**src/rtl/mult_seq_ctrl.sv**
```systemverilog
// Sequential W x W unsigned multiplier: one 2x2 cell swept over every radix-4 digit pair.
// Optional MULT_SEQ_ZERO_SKIP_EN: a zero operand bypasses RUN and completes in one cycle.

module multiplier_2x2 (
   input  logic [1:0] a,
   input  logic [1:0] b,
   output logic [3:0] p
);
   assign p = {2'b00, a} * {2'b00, b};
endmodule

module mult_seq_ctrl #(
   parameter int W = 8
) (
   input  logic           clk,
   input  logic           reset,
   input  logic           start,
   input  logic [W-1:0]   a,
   input  logic [W-1:0]   b,
   output logic           busy,
   output logic           done,
   output logic [2*W-1:0] p
);
   localparam int D  = W / 2;
   localparam int CW = (D > 1) ? $clog2(D) : 1;
   localparam logic [CW-1:0] LAST = CW'(D - 1);

   typedef enum logic [1:0] {S_IDLE, S_RUN, S_DONE} state_t;

   state_t         state_q;
   logic [W-1:0]   a_q;
   logic [W-1:0]   b_q;
   logic [CW-1:0]  i_q;
   logic [CW-1:0]  j_q;
   logic [2*W-1:0] acc_q;
   logic [2*W-1:0] p_q;
   logic           busy_q;
   logic           done_q;

   logic [1:0]     a_dig [D];
   logic [1:0]     b_dig [D];
   logic [3:0]     pp;
   logic [CW:0]    dig_sum;
   logic [CW+1:0]  shamt;
   logic [2*W-1:0] acc_d;

   for (genvar gi = 0; gi < D; gi++) begin : g_digit
      assign a_dig[gi] = a_q[2*gi +: 2];
      assign b_dig[gi] = b_q[2*gi +: 2];
   end

   multiplier_2x2 u_cell (
      .a (a_dig[i_q]),
      .b (b_dig[j_q]),
      .p (pp)
   );

   // Digit pair (i, j) carries weight 4^(i+j), i.e. a left shift of 2(i+j).
   assign dig_sum = {1'b0, i_q} + {1'b0, j_q};
   assign shamt   = {dig_sum, 1'b0};
   assign acc_d   = acc_q + ((2*W)'(pp) << shamt);

   always_ff @(posedge clk or posedge reset) begin
      if (reset) begin
         state_q <= S_IDLE;
         a_q     <= '0;
         b_q     <= '0;
         i_q     <= '0;
         j_q     <= '0;
         acc_q   <= '0;
         p_q     <= '0;
         busy_q  <= 1'b0;
         done_q  <= 1'b0;
      end else begin
         case (state_q)
            S_IDLE: begin
               if (start) begin
                  a_q    <= a;
                  b_q    <= b;
                  acc_q  <= '0;
                  i_q    <= '0;
                  j_q    <= '0;
                  busy_q <= 1'b1;
`ifdef MULT_SEQ_ZERO_SKIP_EN
                  if (a == '0 || b == '0) begin
                     state_q <= S_DONE;
                     p_q     <= '0;
                     done_q  <= 1'b1;
                  end else begin
                     state_q <= S_RUN;
                  end
`else
                  state_q <= S_RUN;
`endif
               end
            end
            S_RUN: begin
               acc_q <= acc_d;
               if (i_q == LAST) begin
                  i_q <= '0;
                  if (j_q == LAST) begin
                     j_q     <= '0;
                     p_q     <= acc_d;
                     done_q  <= 1'b1;
                     state_q <= S_DONE;
                  end else begin
                     j_q <= j_q + 1'b1;
                  end
               end else begin
                  i_q <= i_q + 1'b1;
               end
            end
            S_DONE: begin
               done_q  <= 1'b0;
               busy_q  <= 1'b0;
               state_q <= S_IDLE;
            end
            default: begin
               done_q  <= 1'b0;
               busy_q  <= 1'b0;
               state_q <= S_IDLE;
            end
         endcase
      end
   end

   assign busy = busy_q;
   assign done = done_q;
   assign p    = p_q;
endmodule

```
**config.mk**
```make
export PLATFORM = sky130hd
export DESIGN_NAME = mult_seq_ctrl
export DESIGN_NICKNAME = d
export VERILOG_FILES = /design/src/rtl/mult_seq_ctrl.sv
export SDC_FILE = /design/constraint.sdc
export NUM_CORES = 1
export LEC_CHECK = 0
export ABC_AREA = 1
export CAP_MARGIN = 20
export CORE_MARGIN = 8
export CORE_UTILIZATION = 50
export DETAILED_ROUTE_END_ITERATION = 16
export HOLD_SLACK_MARGIN = 0.08
export PLACE_DENSITY = 0.72
export RECOVER_POWER = 100
export SLEW_MARGIN = 20
export SYNTH_ARGS = -nofsm -noshare
export SYNTH_HDL_FRONTEND = slang
export SYNTH_SLANG_ARGS = --single-unit
```
**constraint.sdc**
```tcl
create_clock -name clk -period 8.75 [get_ports clk]
set_input_delay 1.3125 -clock clk [delete_from_list [all_inputs] [get_ports clk]]
set_output_delay 1.3125 -clock clk [all_outputs]
set_load 0.005 [all_outputs]
```
== After elaboration in Yosys (flattened, before gate mapping) ==
Index checks and enable logic that the tools add are counted.

* Register bits after elaboration: 56
* Bits of input ports: 19
* Output and inout bits: 18
* Word-level logic and storage cells: 59

* $add $sub $neg: 4
* Multipliers: 1
* Order comparisons: 2
* Equality and inequality tests: 6
* Shift operators: 1
* Muxes and demuxes: 23
* Bitwise logic cells: 4
* Reductions and logical operators: 9

{| class="wikitable"
|+ Operators with widths
! cell !! number
|-
| $pmux W16 S2 || 1
|-
| $mux W2 || 11
|-
| $add A16 B16 Y16 || 1
|-
| $mux W16 || 1
|-
| $shl A4 B4 Y16 || 1
|-
| $pmux W2 S2 || 3
|-
| $reduce_and A3 Y1 || 4
|-
| $bmux W2 S2 || 2
|-
| $ge A3 B3 Y1 const B || 2
|-
| $ne A2 B2 Y1 const B || 3
|-
| $not A2 Y3 || 2
|-
| $reduce_and A2 Y1 || 3
|-
| $add A2 B1 Y2 const B || 2
|-
| $eq A2 B2 Y1 const B || 2
|-
| $mul A2 B2 Y4 || 1
|-
| $pmux W1 S2 || 2
|-
| $add A2 B2 Y3 || 1
|-
| $mux W1 || 3
|-
| $eq A2 B1 Y1 const B || 1
|-
| $logic_not A2 Y1 || 1
|-
| $not A1 Y1 || 2
|-
| $reduce_bool A2 Y1 || 1
|}

== Longest topological paths before layout ==
* Depth after elaboration: 8
* Depth in mapped cells: 22
* Mapped depth without buffers: 22

== Cells and area by module ==
Synthesis repeated with hierarchy kept, for this count alone.

* Cells, all modules: 445
* Area total of the unflattened synthesis: 3460.8 sq um

{| class="wikitable"
|+ By module, submodules not included
! module !! times used !! cells an instance !! area each (sq um) !! seq. area each (sq um)
|-
| mult_seq_ctrl || 1 || 435 || 3405.8 || 1401.3
|-
| multiplier_2x2 || 1 || 10 || 55.1 || 0.0
|}

== Least setup slack after synthesis ==
No wires, ideal clock.

* Kind: register to register
* Start: register j_q[0]
* End: register acc_q[12]
* Setup time: 117 ps
* Arrival time: 2820 ps
* Data required time: 8633 ps
* Setup slack: 5813 ps
* Cell stages (with the launch flop): 18
* Buffers on the path: 1
* Clock period less this slack: 2937 ps
* Cells stage by stage: dfrtp_1 ha_1 inv_1 fa_1 clkbuf_2 inv_1 nor4_1 ha_1 inv_1 fa_1 inv_1 nand3_1 nand3_1 nand3_1 nand4_1 nand2_1 nand2_1 nand2_1

* Longest elaborated chain between the ends: 8

{| class="wikitable"
|+ RTL lines
! item !! line !! RTL
|-
| from (decl) || 34 || <nowiki>logic [CW-1:0] j_q;</nowiki>
|-
| from (signal assigned) || 107 || <nowiki>j_q <= j_q + 1'b1;</nowiki>
|-
| $not A2 Y3 (not written as such) || 54 || <nowiki>.b (b_dig[j_q]),</nowiki>
|-
| $bmux W2 S2 || 54 ||
|-
| $mux W2 (not written as such) (2 in series) || 54 ||
|-
| $mul A2 B2 Y4 || 9 || <nowiki>assign p = {2'b00, a} * {2'b00, b};</nowiki>
|-
| $shl A4 B4 Y16 (*) || 61 || <nowiki>assign acc_d = acc_q + ((2*W)'(pp) << shamt);</nowiki>
|-
| $add A16 B16 Y16 (*) || 61 ||
|-
| $pmux W16 S2 (*) || 75 || <nowiki>case (state_q)</nowiki>
|-
| to (signal assigned) || 70 || <nowiki>acc_q <= '0;</nowiki>
|-
| to (signal assigned) || 80 || <nowiki>acc_q <= '0;</nowiki>
|-
| to (signal assigned) || 98 || <nowiki>acc_q <= acc_d;</nowiki>
|-
| to (decl) || 35 || <nowiki>logic [2*W-1:0] acc_q;</nowiki>
|}

Mark *: on every way between the ends. The rest lies on a longest branch, timed or not. The select of a mux whose other input is x is not followed.
A chain may end at the register's enable or synchronous reset.

==> out/metrics.csv <==
stage;metric;value;unit
logic_synthesis;synth_mux_area_frac;0.0575;
placed_design;dp.cells;597;
sta;max_freq;240;MHz
die;die_y;101;um
sta;setup_violations;0;
die;design.die.area;10200;um^2
placed_design;routabilityCongestion;0.880;
logic_synthesis;ys_top_cells_by_count;164 x nand2_1, 62 x inv_1, 56 x dfrtp_1;
sta;tightest_slew;2910;ps
logic_synthesis;synthSimpleGateAreaFrac;0.307;
power;max-vdd-ir-drop;0.168;mV
final_layout;layout-drive-gt1-share;0.0376;
worst_setup_path;arrival;3970;ps
power;cellPowerDensity;401;nW/um^2
route;vias;3010;
final_layout;seqCellArea;1400;um^2
logic_synthesis;netlist_top_cells_area;dfrtp_1 39%, nand2_1 17%, ha_1 7.3%, inv_1 6.5%, mux2_4 5.4%;
global_routing;antenna_found_initial;0;
die;start_util;0.506;
clock_tree;cts_buffers;5;
clock_tree;htreeDepth;2;
logic_synthesis;synth_seq_area_share;0.390;
logic_synthesis;syn_avg_cell_area;7.64;um^2
final_layout;utilization;0.569;
global_routing;first_global_vias;3080;
global_routing;grt_max_degree;57;
global_routing;grt_first_pass_wirelength;14.2;mm
logic_synthesis;synthFlopType;dfrtp_1;
logic_synthesis;synth_area;3590;um^2
status;violations;max-capacitance violations, max-slew violations;
sta;slew_headroom;-0.938;
clock_tree;worstSkewPairLatency;310;ps
worst_setup_path;end_kind;asynchronous set/reset pin;
clock_tree;clk_pin_slew_worst_paths;100;ps
logic_synthesis;synth-edff-count;0;
final_layout;fillers;691;
route;antenna_left;0;
placed_design;port_buffers;36;
final_layout;antenna_cells;0;
die;rows;31;
worst_setup_path;crit_fanout;56;
logic_synthesis;synth_fa_ha_area_frac;0.0843;
logic_synthesis;synth.most_common_cell;nand2_1;
clock_tree;root_buffer;clkbuf_8;
sta;period_needed;4170;ps
route;firstDrtPassIters;6;
clock_tree;cts_hold_buf;0;
logic_synthesis;ys_ff_latch;56;
logic_synthesis;synth_top_family_by_area;simple AND/OR/NAND/NOR gates;
route;viasPerCell;4.98;
clock_tree;cts_tree;yes;
sta;drv_slew;57;
die;die_w;101;um
global_routing;grt.overflow.total;0;
sta;post-route-period-util;0.477;
logic_synthesis;synth_xor_xnor_area_share;0.00731;
sta;finalHoldViolations;0;
placed_design;dpl_worst_slack;5480;ps
route;wl;8.02;mm
status;outcome;finished, violations left;
logic_synthesis;synth.distinct_cells;36;
logic_synthesis;synth_top_area_frac;0.390;
logic_synthesis;yosysWarnings;0;
die;ios;37;
logic_synthesis;synth_compound_gate_area_share;0.0610;
sta;final.setup.worst_slack;4580;ps
logic_synthesis;synth_nets;512;
route;drc;0;
sta;rsz0062_at_grt;false;
clock_tree;cts_setup_buffers;0;
logic_synthesis;synth_area_leader_cell;dfrtp_1;
power;p_leak;0.00212;uW
route;drt-wirelength-per-cell;13.3;um
worst_hold_path;hold_path.class;flop to flop;
worst_setup_path;cp.required;8540;ps
worst_setup_path;criticalPathCategory;input port to asynchronous set/reset pin;
worst_setup_path;startpoint_type;input port;
clock_tree;cts_sinks;56;
final_layout;syn_to_final_growth;12.5;%
placed_design;dp.final_hpwl;6.09;mm
sta;finClkSkew;11.9;ps
logic_synthesis;async_flop_share;1.00;
clock_tree;cts.repair.resized;0;
final_layout;fin_nets;547;
final_layout;final_cell_count_no_fill;604;
flow_run;cap_violations;1;
sta;fin_setup_tns;0;ps
sta;hold-worst-slack;479;ps
route;drt-initial-drc-count;162;
global_routing;grt_usage;0.174;
die;fp.coreArea;7100;um^2
clock_tree;clock_path_buffers;2;
final_layout;multi_input_area;1770;um^2
logic_synthesis;netlist_instances;470;
-- cells by family (layout without fill, tap and decap cells) --
logic type      count (synthesis)  count (layout)
compound gates                 39              39
flops                          56              56
fa+ha+maj                      23              23
simple gates                  258             258
mux                            14              14
xor+xnor                        3               3
buf+inv                        77             112
-- area by class of cell --
type,count,share of cell area
Multi-Input combinational cell,337,0.437
Sequential cell,56,0.347
Timing Repair Buffer,37,0.0901
Inverter,68,0.0632
Tap cell,99,0.0307
Clock buffer,5,0.0170
Clock inverter,2,0.0149
-- power by group --
part	internal (uW)	switching [uW]	total (uW)
clock	113	85.4	198
combinational	374	582	956
sequential	386	78.0	464
total	873	745	1620
-- worst paths after layout --
| check | to | depth (start not counted) | slack (ps) | start |
|---|---|---|---|---|
| worst max-delay path | a_q[1]$_DFFE_PP0P_ | 3 | 4580 | reset |
| worst min-delay path | p[13]$_DFFE_PP0P_ | 2 | 480 | p[13]$_DFFE_PP0P_ |
| worst max register to register | p[2]$_DFFE_PP0P_ | 5 | 4910 | state_q[1]$_DFFE_PP0P_ |
| worst min register to register | p[13]$_DFFE_PP0P_ | 2 | 480 | p[13]$_DFFE_PP0P_ |
| max in group clk | p[2]$_DFFE_PP0P_ | 5 | 4910 | state_q[1]$_DFFE_PP0P_ |
| min in group asynchronous | state_q[0]$_DFFE_PP0P_ | 3 | 2540 | reset |
-- registers in the layout (all words and copies together), names as in the netlist --
| name | count |
|---|---|
| done | 1 |
| state_q | 2 |
| acc_q | 16 |
| b_q | 8 |
| j_q | 2 |
| busy | 1 |
| i_q | 2 |
| p | 16 |
| a_q | 8 |
-- cells in the final DEF, fill, tap and decap left out, types with 11 or more instances in the layout --
cell type and instances:
nand2_1 167, inv_1 64, dfrtp_1 56, nor2_1 37, nand3_1 37, ha_1 21
dlygate4sd3_1 20, o21ai_0 19, clkdlybuf4s50_1 16, mux2_1 13, a21oi_1 11
-- through the flow --
| stage | area (um^2) | total power, uW |
|---|---|---|
| detailed placement | 4010 | 1490 |
| floorplan | 3590 | 1220 |
| CTS | 4130 | 1700 |
| global placement | 4010 | 1460 |
| finish | 4040 | 1620 |
| global route | 4040 | 1810 |
-- metal layers --
layer	global-route usage	vias to the layer above	wire length, um
met5	0	-	0
met4	0.0488	0	101
met3	0.0276	8	298
met2	0.293	49	3800
met1	0.223	1407	3820
li1	-	1546	-
-- critical path, cell delays in order --
cell	delay [ps]
dlygate4sd3_1	530
clkinv_1	50
clkbuf_1	2050
Power figures use the tool's default switching activity.
==> edit 1 (same settings) <==
Register the input `start` before use. The logic sees it one clock later. The other inputs are not delayed to match.
--- a/src/rtl/mult_seq_ctrl.sv
+++ b/src/rtl/mult_seq_ctrl.sv
@@ -28,2 +28,8 @@
    typedef enum logic [1:0] {S_IDLE, S_RUN, S_DONE} state_t;
+
+   logic start_q;
+
+   always_ff @(posedge clk) begin
+      start_q <= start;
+   end
 
@@ -76,3 +82,3 @@
             S_IDLE: begin
-               if (start) begin
+               if (start_q) begin
                   a_q    <= a;
Behaviour: not the same (a bounded check fails within 4 cycles, from zero or initial values and one cycle with reset high).
==> edit 1 against the unedited design <==
- the flow still finishes with violations (capacitance limit, slew limit)
- routed wire length up 1.4%
- clock power up 40%
- setup slack worse by 0.063 ns
- design area up 2.7%
- power up 4.2%
- sequential cell count up 1
- global-route usage up 0.20 points
- area after synthesis up 0.56%
- critical path depth unchanged
- register-to-register slack better by 0.04 ns
- first-iteration DRC count up 23%
- critical endpoint is now acc_q[13]
==> edit 1: results (changes against the unedited design) <==
Mapped Nets=513 (+0.20%); failing checks=capacitance limit, slew limit; Placer Congestion=0.913 (+3.7%); FILL cells=739 (+6.9%); Worst Tran Pin Value=2.98 ns (+0.0735 ns); # Max-Cap Violations=1 (unchanged); vias in the first global route=3104 (+0.78%); share of layout cells above drive strength 1=0.0485 (+0.0109); GRT Overall Usage=0.176 (+0.00197); Compound-Gate Fraction of Synth Area=0.0606 (-0.000338); leakage power figure=2.26 nW (+6.6%); outcome=finished with violations; Clock Skews=0.00962 ns (-0.00233 ns); Clk pin slew, worst setup/hold paths=0.06 ns (-0.04 ns); CTS Buf Count=9 (+4); Mapped Cells=471 (+0.21%); post-synthesis mux area share=0.0572 (-0.000319); first-pass GRT wire length=14.1 mm (-0.87%); Worst Path Arrival=4.02 ns (+0.05 ns); worst skew pair latency=0.34 ns (+0.03 ns); worst slack, placed=5.48 ns (-0.0000500 ns); Vias/cell=4.97 (-0.19%); max-slew violations=57 (unchanged); Netlist cell types=37 (+2.8%); post-synthesis adder-cell area fraction=0.0838 (-0.000467); post-synthesis xor/xnor area fraction=0.00727 (-0.0000405)
==> edit 1: cell count changes after synthesis <==
cell     unedited run  this run
dfxtp_1             0         1
==> edit 1: path summary, 6_finish.rpt <==
kind / start / end / slack (ns) / depth (start not counted)
worst max-delay path: reset / acc_q[13] / 4.51 / 3
worst min-delay path: p[14] / p[14] / 0.47 / 2
max in group clk: state_q[1] / p[4] / 4.95 / 6
min in group asynchronous: reset / done / 2.54 / 3
worst min register to register: p[14] / p[14] / 0.47 / 2
worst max register to register: state_q[1] / p[4] / 4.95 / 6
==> edit 1: layout make-up <==
class                           count  area (um2)  share of cell area
Inverter                           68         255              0.0615
Timing Repair Buffer               37         364              0.0877
Clock buffer                       11         141              0.0341
Sequential cell                    57        1420               0.342
Tap cell                           99         124              0.0298
Clock inverter                      5        78.8              0.0190
Multi-Input combinational cell    337        1770               0.426
==> edit 1: kinds of logic (layout without fill, tap and decap cells) <==
logic type      Yosys count  after routing
xor+xnor                  3              3
fa+ha+maj                23             23
simple gates            258            258
mux                      14             14
compound gates           39             39
flops                    57             57
buf+inv                  77            121
==> edit 1: worst reg2reg max path: cells and delay by family (launching register included) <==
family          cells  cell delay (ns)
flops               1             0.41
compound gates      1             0.09
simple gates        3             2.08
buf+inv             2             1.07
==> edit 1: routing by layer <==
layer | part of all wire | global-route usage | wire (um)
met5 | 0 | 0 | 0
met4 | 0.025 | 0.0985 | 203
met3 | 0.032 | 0.0366 | 258
met2 | 0.45 | 0.276 | 3680
met1 | 0.49 | 0.220 | 4000
==> edit 1: power by group through the flow <==
stage	registers, mW	clock network, mW	logic [mW]
after floorplan	0.444	0	0.776
after global placement	0.459	0	0.988
after detailed placement	0.461	0	1.02
after CTS	0.458	0.282	1.03
after global routing	0.470	0.295	1.09
final	0.455	0.278	0.955
==> edit 1: per-stage QoR <==
| step | hold slack, ns | util | power (mW) | instances |
|---|---|---|---|---|
| floorplan | 0.455 | - | 1.22 | 471 |
| global placement | 0.463 | 0.564 | 1.45 | 598 |
| detailed placement | 0.466 | 0.564 | 1.48 | 598 |
| CTS | 0.483 | 0.595 | 1.77 | 614 |
| global route | 0.502 | 0.582 | 1.85 | 614 |
| finish | 0.470 | 0.582 | 1.69 | 614 |
==> edit 2 (same flow settings) <==
Without the edit above. Add a define of `MULT_SEQ_ZERO_SKIP_EN`.
--- a/src/rtl/mult_seq_ctrl.sv
+++ b/src/rtl/mult_seq_ctrl.sv
@@ -2,2 +2,4 @@
 // Optional MULT_SEQ_ZERO_SKIP_EN: a zero operand bypasses RUN and completes in one cycle.
+
+`define MULT_SEQ_ZERO_SKIP_EN
 
Function: changed (a bounded check fails within 4 cycles, from zero or initial values and one cycle with reset high).
==> edit 2 against the unedited design <==
- the run still ends with capacitance limit, slew limit left
- power is 17% lower
- largest power group unchanged
- design area is 0.56% lower
- area after synthesis fell by 1.9%
- hold slack improved by 0.0035 ns
- first-iteration DRC count rose by 6.2%
- routed wire length decreased by 3.5%
- sequential cell count is the same
- core utilization up 2.2 points
- clock power decreased by 25%
- setup slack got worse by 0.058 ns
==> edit 2: results (changes against the unedited design) <==
outcome=finished with violations; failing checks=capacitance limit, slew limit; routed wire length per instance=12.5 um (-6.1%); FP Rows=30 (-3.2%); leakage power figure=2.23 nW (+5.2%); CTS Buffer Depth=2 (unchanged); Routed WL=7.75 mm (-3.5%); Clock Skews=0.00850 ns (-0.00345 ns); synth cell count leaders=174 x nand2_1, 71 x inv_1, 56 x dfrtp_1; Worst Path Arrival=4.01 ns (+0.04 ns); post-synthesis xor/xnor area fraction=0 (-0.00731); Initial DRC Count=172 (+6.2%); Mapped Cells=489 (+4.0%); FILL cells=633 (-8.4%); nets=565 (+3.3%); Netlist cell types=31 (-14%); Mapped Nets=530 (+3.5%); max-slew violations=57 (unchanged); hpwl dp=5.97 mm (-2.0%); Worst Tran Pin Value=2.98 ns (+0.0718 ns); PortBufs=36 (unchanged); post-synthesis adder-cell area fraction=0.0824 (-0.00193); post-synthesis mux area share=0.0256 (-0.0319); initial antenna violation count=0 (unchanged); share of layout cells above drive strength 1=0.0438 (+0.00619); # Max-Cap Violations=1 (unchanged); top cells by area, synth=dfrtp_1 40%, nand2_1 19%, inv_1 7.6%, ha_1 7.1%, nand3_1 4.5%; Pre-antenna DRT Iters=4 (-2); Worst IR Drop VDD=0.201 mV (+20%); root buf cell=clkbuf_8; first-pass GRT wire length=13.8 mm (-3.2%); Placer Congestion=0.875 (-0.66%); Compound-Gate Fraction of Synth Area=0.0891 (+0.0281); GRT Overall Usage=0.169 (-0.00508); Seq/Total Area, Yosys=0.398 (+0.00748); Vias/cell=4.93 (-1.1%)
-- edit 2: changes by cell type after synthesis, moves of 3 or more --
cell / unedited run / this run
inv_1: 62 / 71
mux2_2: 1 / 8
mux2_4: 13 / 0
clkbuf_1: 0 / 4
nand4_1: 2 / 8
o21ai_0: 14 / 22
buf_6: 5 / 2
nand3_1: 36 / 32
or2_2: 1 / 4
a21oi_1: 11 / 15
nand2_1: 164 / 174
-- edit 2: metal layers --
metal	vias up	wire [um]	GRT usage
met1	1384	3970	0.230
met2	55	3370	0.262
met4	0	77	0.0536
met3	4	327	0.0325
met5	-	0	0
li1	1617	-	-
-- edit 2: final timing paths --
kind | startpoint | endpoint | slack [ns]
setup / recovery | reset | p[10] | 4.52
hold / removal | p[6] | p[6] | 0.48
setup reg to reg | j_q[0] | p[10] | 5.18
hold reg to reg | p[6] | p[6] | 0.48
max in group clk | b[3] | p[2] | 4.88
min in group asynchronous | reset | p[2] | 2.58
-- edit 2: cell type report --
type	instances	share of cell area
multi-input cells	349	0.437
flip-flops and latches	56	0.349
repair buffers	37	0.0906
inverters	75	0.0704
well taps	96	0.0299
clock buffers	7	0.0215
clock inverters	1	0.00187
-- edit 2: worst max-delay path, cell delays in order --
cell           delay, ns
dlygate4sd3_1       0.53
clkinv_1            0.04
clkbuf_1            2.10
-- edit 2: kinds of logic (layout without fill, tap and decap cells) --
kind of cell / count (synthesis) / count (layout)
compound gates: 55 / 55
fa+ha+maj: 22 / 22
buf+inv: 84 / 120
flops: 56 / 56
mux: 8 / 8
simple gates: 264 / 264
-- edit 2: where the power goes --
group	internal (mW)	total (mW)	switching [mW]
clock network	0.0646	0.148	0.0835
logic	0.283	0.755	0.472
registers	0.367	0.433	0.0664
-- edit 2: per-stage QoR --
step,setup WS (ns),area [um2]
4_1_cts,5.21,4050
2_1_floorplan,5.81,3520
3_5_place_dp,5.23,3960
6_report,4.52,4020
3_3_place_gp,5.34,3960
5_1_grt,3.80,4020
